--- src/rtl/alu_rs.sv ---
// Reservation station for the integer ALU: holds issued ops until both operands
// are available (via issue-time bypass or CDB wakeup), then dispatches one per cycle.
`default_nettype none

module alu_rs #(
    parameter int RS_SIZE = 8,
    parameter int TAG_W   = 4
) (
    input  logic             clk_in,
    input  logic             rst_in,
    input  logic             flush_in,
    input  logic             issue_valid,
    input  logic [5:0]       issue_inst_name,
    input  logic [31:0]      issue_V1,
    input  logic [31:0]      issue_V2,
    input  logic             issue_Q1_busy,
    input  logic             issue_Q2_busy,
    input  logic [TAG_W-1:0] issue_Q1,
    input  logic [TAG_W-1:0] issue_Q2,
    input  logic [31:0]      issue_imm,
    input  logic [31:0]      issue_pc,
    input  logic [TAG_W-1:0] issue_rob_tag,
    output logic             full,
    input  logic             cdb_alu_valid,
    input  logic             cdb_lsb_valid,
    input  logic [TAG_W-1:0] cdb_alu_tag,
    input  logic [TAG_W-1:0] cdb_lsb_tag,
    input  logic [31:0]      cdb_alu_value,
    input  logic [31:0]      cdb_lsb_value,
    output logic [5:0]       alu_inst_name,
    output logic [31:0]      alu_V1,
    output logic [31:0]      alu_V2,
    output logic [31:0]      alu_imm,
    output logic [31:0]      alu_pc,
    output logic [TAG_W-1:0] alu_rob_tag
);

    localparam logic [5:0] OP_NOP = 6'd0;
    localparam int         IDX_W  = (RS_SIZE > 1) ? $clog2(RS_SIZE) : 1;

    logic [RS_SIZE-1:0] valid_q, q1_busy_q, q2_busy_q, ready;
    logic [5:0]         op_q   [RS_SIZE];
    logic [31:0]        v1_q   [RS_SIZE];
    logic [31:0]        v2_q   [RS_SIZE];
    logic [31:0]        imm_q  [RS_SIZE];
    logic [31:0]        pc_q   [RS_SIZE];
    logic [TAG_W-1:0]   q1_q   [RS_SIZE];
    logic [TAG_W-1:0]   q2_q   [RS_SIZE];
    logic [TAG_W-1:0]   tag_q  [RS_SIZE];

    // {busy, value} after snooping both CDBs; the ALU bus wins a tag collision.
    logic [32:0]        wake1 [RS_SIZE];
    logic [32:0]        wake2 [RS_SIZE];
    logic [32:0]        iss1, iss2;
    logic [IDX_W-1:0]   free_idx, disp_idx;
    logic               disp_found, issue_ok;

    function automatic logic [32:0] resolve(input logic busy, input logic [TAG_W-1:0] tag,
                                            input logic [31:0] val);
        if (busy && cdb_alu_valid && cdb_alu_tag == tag) return {1'b0, cdb_alu_value};
        if (busy && cdb_lsb_valid && cdb_lsb_tag == tag) return {1'b0, cdb_lsb_value};
        return {busy, val};
    endfunction

    assign full     = &valid_q;
    assign ready    = valid_q & ~q1_busy_q & ~q2_busy_q;
    assign issue_ok = issue_valid & ~full;

    always_comb begin
        iss1 = resolve(issue_Q1_busy, issue_Q1, issue_V1);
        iss2 = resolve(issue_Q2_busy, issue_Q2, issue_V2);
        for (int i = 0; i < RS_SIZE; i++) begin
            wake1[i] = resolve(q1_busy_q[i], q1_q[i], v1_q[i]);
            wake2[i] = resolve(q2_busy_q[i], q2_q[i], v2_q[i]);
        end
    end

    // Lowest-index free slot and lowest-index ready slot.
    always_comb begin
        free_idx   = '0;
        disp_idx   = '0;
        disp_found = 1'b0;
        for (int i = RS_SIZE - 1; i >= 0; i--) begin
            if (!valid_q[i]) free_idx = IDX_W'(i);
            if (ready[i]) begin
                disp_idx   = IDX_W'(i);
                disp_found = 1'b1;
            end
        end
    end

    always_ff @(posedge clk_in or negedge rst_in) begin
        if (!rst_in) begin
            valid_q       <= '0;
            q1_busy_q     <= '0;
            q2_busy_q     <= '0;
            alu_inst_name <= OP_NOP;
            alu_V1        <= '0;
            alu_V2        <= '0;
            alu_imm       <= '0;
            alu_pc        <= '0;
            alu_rob_tag   <= '0;
        end else if (flush_in) begin
            valid_q       <= '0;
            alu_inst_name <= OP_NOP;
            alu_V1        <= '0;
            alu_V2        <= '0;
            alu_imm       <= '0;
            alu_pc        <= '0;
            alu_rob_tag   <= '0;
        end else begin
            for (int i = 0; i < RS_SIZE; i++) begin
                if (valid_q[i]) begin
                    q1_busy_q[i] <= wake1[i][32];
                    q2_busy_q[i] <= wake2[i][32];
                end
            end
            if (issue_ok) begin
                valid_q[free_idx]   <= 1'b1;
                q1_busy_q[free_idx] <= iss1[32];
                q2_busy_q[free_idx] <= iss2[32];
            end
            if (disp_found) begin
                valid_q[disp_idx] <= 1'b0;
                alu_inst_name     <= op_q[disp_idx];
                alu_V1            <= v1_q[disp_idx];
                alu_V2            <= v2_q[disp_idx];
                alu_imm           <= imm_q[disp_idx];
                alu_pc            <= pc_q[disp_idx];
                alu_rob_tag       <= tag_q[disp_idx];
            end else begin
                alu_inst_name <= OP_NOP;
                alu_V1        <= '0;
                alu_V2        <= '0;
                alu_imm       <= '0;
                alu_pc        <= '0;
                alu_rob_tag   <= '0;
            end
        end
    end

    // Payload carries no reset: it is only observed through a set valid bit.
    always_ff @(posedge clk_in) begin
        for (int i = 0; i < RS_SIZE; i++) begin
            if (valid_q[i]) begin
                v1_q[i] <= wake1[i][31:0];
                v2_q[i] <= wake2[i][31:0];
            end
        end
        if (issue_ok) begin
            op_q[free_idx]  <= issue_inst_name;
            v1_q[free_idx]  <= iss1[31:0];
            v2_q[free_idx]  <= iss2[31:0];
            q1_q[free_idx]  <= issue_Q1;
            q2_q[free_idx]  <= issue_Q2;
            imm_q[free_idx] <= issue_imm;
            pc_q[free_idx]  <= issue_pc;
            tag_q[free_idx] <= issue_rob_tag;
        end
    end

endmodule

`default_nettype wire

--- config.mk ---
export PLATFORM = sky130hd
export DESIGN_NAME = alu_rs
export DESIGN_NICKNAME = d
export VERILOG_FILES = /design/src/rtl/alu_rs.sv
export SDC_FILE = /design/constraint.sdc
export NUM_CORES = 2
export LEC_CHECK = 0
export CAP_MARGIN = 10
export CELL_PAD_IN_SITES_DETAIL_PLACEMENT = 1
export CELL_PAD_IN_SITES_GLOBAL_PLACEMENT = 2
export CORE_MARGIN = 5
export CORE_UTILIZATION = 40
export DETAILED_ROUTE_END_ITERATION = 10
export DONT_BUFFER_PORTS = 1
export GPL_ROUTABILITY_DRIVEN = 0
export PLACE_DENSITY_LB_ADDON = 0.3
export SLEW_MARGIN = 5
export SYNTH_ARGS = -nofsm -noshare
export SYNTH_HDL_FRONTEND = slang
export SYNTH_SLANG_ARGS = --single-unit
--- constraint.sdc ---
create_clock -name clk_in -period 4.4 [get_ports clk_in]
set_input_delay 0.88 -clock clk_in [delete_from_list [all_inputs] [get_ports clk_in]]
set_output_delay 0.88 -clock clk_in [all_outputs]
set_load 0.05 [all_outputs]
Yosys cells after proc, flatten, opt, wreduce, memory -nomap -nowiden
Memories as Yosys holds them, arrays and structs flattened. Cells that the tools add are included.

Register bits: 162. RAM bits: 1168. Output and inout bits: 139. Memories kept: 8.

Memories: imm_q (depth 8, bits a word 32, read ports 1, clocked after memory_dff 0, wr ports 1, RTL line 45) `logic [31:0] imm_q [RS_SIZE];`; pc_q (depth 8, bits a word 32, read ports 1, clocked after memory_dff 0, wr ports 1, RTL line 46) `logic [31:0] pc_q [RS_SIZE];`; v1_q (depth 8, bits a word 32, read ports 1, clocked after memory_dff 0, wr ports 9, RTL line 43) `logic [31:0] v1_q [RS_SIZE];`; v2_q (depth 8, bits a word 32, read ports 1, clocked after memory_dff 0, wr ports 9, RTL line 44) `logic [31:0] v2_q [RS_SIZE];`; op_q (depth 8, bits a word 6, read ports 1, clocked after memory_dff 0, wr ports 1, RTL line 42) `logic [5:0] op_q [RS_SIZE];`; q1_q (depth 8, bits a word 4, read ports 8, clocked after memory_dff 0, wr ports 1, RTL line 47) `logic [TAG_W-1:0] q1_q [RS_SIZE];`; 2 more memories.

Magnitude comparators: 4. Eq/ne operators: 52. Multiplexer cells: 224. Bitwise gates (word level): 9. Reductions and logical operators: 91.

Operator list (count): $mux W33 (72); $mux W32 (8); $eq A4 B4 Y1 (36); $mux W1 (114); $logic_and A1 B1 Y1 (74); $mux W3 (16); $mux W8 (6); $ne A2 B2 Y1 const B (16); $reduce_and A2 Y1 (16); $and A8 B8 Y8 (3); $not A8 Y8 (3); $bwmux W8 (2); $mux W6 (2); $lt A3 B4 Y1 const B (2); $mux W4 (2); $or A8 B8 Y8 (1); $reduce_and A8 Y1 (1); $demux W1 S3 (2); $ge A3 B1 Y1 const B (2); $and A1 B1 Y1 (1); $not A1 Y1 (1).

Logic depth before layout (Yosys ltp)
Depth in word-level cells: 19. Gate-level depth with buffers: 10.

Least setup slack after synthesis
OpenSTA, ideal clock, no wires.

Kind: input port to flip-flop. Start: input port issue_valid. End: memory v1_q[7][31], data pin. Library setup time: 0.153 ns. Arrival time: 4.335 ns. Path slack: -0.089 ns. Stages: 8. Buffers on the path: 1. Cell sequence: nand2_1 > a2111o_1 > o21bai_1 > clkinv_1 > nor3b_1 > clkbuf_1 > a22oi_1 > o21ai_0.

RTL lines: start: declaration (RTL line 12) `input logic issue_valid,`; end: declaration (RTL line 43).

==> metrics.cfg <==
[status]
status=completed

[pwr]
cellLeakagePower_nw=23.41
p_per_area_mw_per_mm2=418.5
ir_drop_mv=0.3693

[setup_path]
path_cells=nand2b_1, a21boi_0, o21bai_4, inv_4, mux2i_4, buf_4, a22oi_1, o21ai_0
critical_path_class=reg -> reg
max_stage_delay_ns=1.00
r2r_start=valid_q[3]
cp.required_ns=5.03
crit_buf_inv=2
cp_max_fo=16
crit_end=v1_q[7][16]
arrival_ns=4.25
start_kind=flop
cp-startpoint=valid_q[3]
rr_endpoint=v1_q[7][16]
cpLargestDelayFamily=compound AO/OA/AOI/OAI gates
slowest_stage=mux2i_4
worst-path-stages=8
r2r_setup_slack_ns=0.78
worstSetupEndpointType=flop
r2r_cells=8

[clock_tree]
cts_tree=built
htree_levels=4
cts_buffers=153
insertion_delay_ns=0.82
cts_buffer_depth=3
clkTransAtPathRegs_ns=0.06
cts_resized=0
cts.sinks=1330
cts_root_buffer=clkbuf_16

[layout]
finalNetCount=4786
final_cell_count_no_fill=6735
num-fill-cells=15260
synthToLayoutAreaGrowth_pct=12.36
multi_input_area_mm2=0.02016
seq_area_mm2=0.03913
drive_above_1_share=0.1051

[floorplanning]
row_count=143
core_mm2=0.1521
start_util=0.4031
die_h_um=401.5
dieArea_mm2=0.1612
fp.dieW_um=401.5
ios=365

[timing]
fmax_mhz=276.1
finClkSkew_ns=0.06297
finalSetupTns_ns=0
rsz0062_at_grt=no
setup_viol=0
drv_slew=0
worst_pin_slew_ns=1.249
slew_headroom=0.1594
finalCritPeriodShare=0.8233
period_needed_ns=3.622
hold_viol_final=0

[place]
dp_hpwl_um=135100
dp.cells=6434
io_buffers=0

[synth]
synthArstFlopShare=0.1218
synth.most_common_cell=edfxtp_1
syn_area_mm2=0.06131
synth.area.top_cells=edfxtp_1 (57%), dfrtp_1 (6.6%), o22ai_1 (3.8%), a211oi_1 (3.4%), o21a_1 (3.4%)
synth_ff_type=edfxtp_1
ys_warn_count=0
ys_seq_area_frac=0.6382
synth_edf_count=1168
yosysTopAreaCell=edfxtp_1
mappedNetlistNets=5046
synthTopCellsByCount=edfxtp_1 (1168), clkbuf_1 (434), o22ai_1 (376)
synth.top_cell.area_share=0.5721
synth_cells=4820
synth_seq_cells=1330
syn_avg_cell_area_um2=12.72
yosysUniqueCellTypes=66

[detailed_routing]
wl_met1_um=94570
avgRoutedWirePerCell_um=35.97
wl_um=242200
vias_per_cell=6.730
first_iter_violations=4600
wl_met3_um=20590
dr.pass1.iters=8
drc=0
wl_met2_um=116300
highest_layer=met5
vias=45330
ant_nets=0

[global_routing]
grt_pass1_wl_um=344900
track_usage=0.2898
antenna_found_initial=29
grt_max_degree=163
grt_pass1_vias=47150
grt-ovfl-total=0

[hold_path]
holdCritPathClass=in -> async

[flow_run]
cap_violations=0

## metrics by stage
step	total power, mW	setup WS (ns)	utilization	area (um^2)	hold WS (ns)
2_1_floorplan	15.54	0.1055	-	61310	0.5107
3_3_place_gp	15.95	0.8699	0.4187	63670	0.5773
3_5_place_dp	15.99	0.7870	0.4187	63670	0.5818
4_1_cts	29.01	0.8717	0.4527	68850	0.07970
5_1_grt	29.67	0.6972	0.4528	68860	0.1011
6_report	28.83	0.7777	0.4529	68880	0.1121
## cells by family after synthesis
group	count (synthesis)	synth area share
simple gates	724	0.06031
buf+inv	597	0.03853
mux	230	0.03837
flops	1330	0.6382
xor+xnor	132	0.01886
compound gates	1807	0.2057
## flip-flops by register name (all words and copies together) (netlist names), 32 cells and up
signal	count
v2_q	256
alu_pc	32
op_q	48
v1_q	256
q1_q	32
alu_V1	32
q2_q	32
pc_q	256
tag_q	32
imm_q	256
alu_V2	32
alu_imm	32
## cells in the final DEF, fill, tap and decap left out, types with 24 or more instances in the layout
cell type  count
nor3_1        32
xor2_1        94
a22oi_1      214
clkinv_2      24
o21ai_0      208
edfxtp_1    1168
buf_4        102
a21o_1        35
a211oi_1     276
clkbuf_16    154
xnor2_1       38
mux2_2        37
clkbuf_1      40
or3_1        274
nand2_1       50
nor2_1       248
o22ai_1      376
a21oi_1      163
dfrtp_1      162
a221o_1      137
buf_12        47
o32ai_1       64
mux2i_1      187
o21a_1       276
## power breakdown
part	internal, mW	switching (mW)
combinational	0.456	1.02
sequential	14.0	0.304
clock	7.45	5.57
## worst min path at each step
stage | to | slack [ns] | depth (start not counted)
2_1_floorplan | q1_busy_q[5] | 0.51 | 1
3_3_place_gp | q1_busy_q[4] | 0.58 | 2
3_5_place_dp | q1_busy_q[4] | 0.58 | 2
4_1_cts | valid_q[4] | 0.08 | 1
5_1_grt | pc_q[0][16] | 0.10 | 0
6_report | alu_pc[13] | 0.11 | 1
## area by class of cell
cell class              instances  share of cell area
diodes                         14           0.0005086
clock inverters                70             0.01226
well taps                    2030             0.03687
clock buffers                 216             0.06252
multi-input cells            2893              0.2926
flip-flops and latches       1330              0.5680
inverters                      32            0.002034
repair buffers                150             0.02518
## layer usage
layer,global-route usage,vias to the layer above
met5,0,-
met3,0.07186,648
met1,0.3633,23800
met2,0.4793,2249
li1,-,18610
met4,0.1229,14
## timing repair
action / CTS / global route
hold buffers: 1 / 0
buffers inserted: 0 / 0
hold endpoints to repair: 162 / 0
No activity file was read; power rests on OpenSTA's default activity.
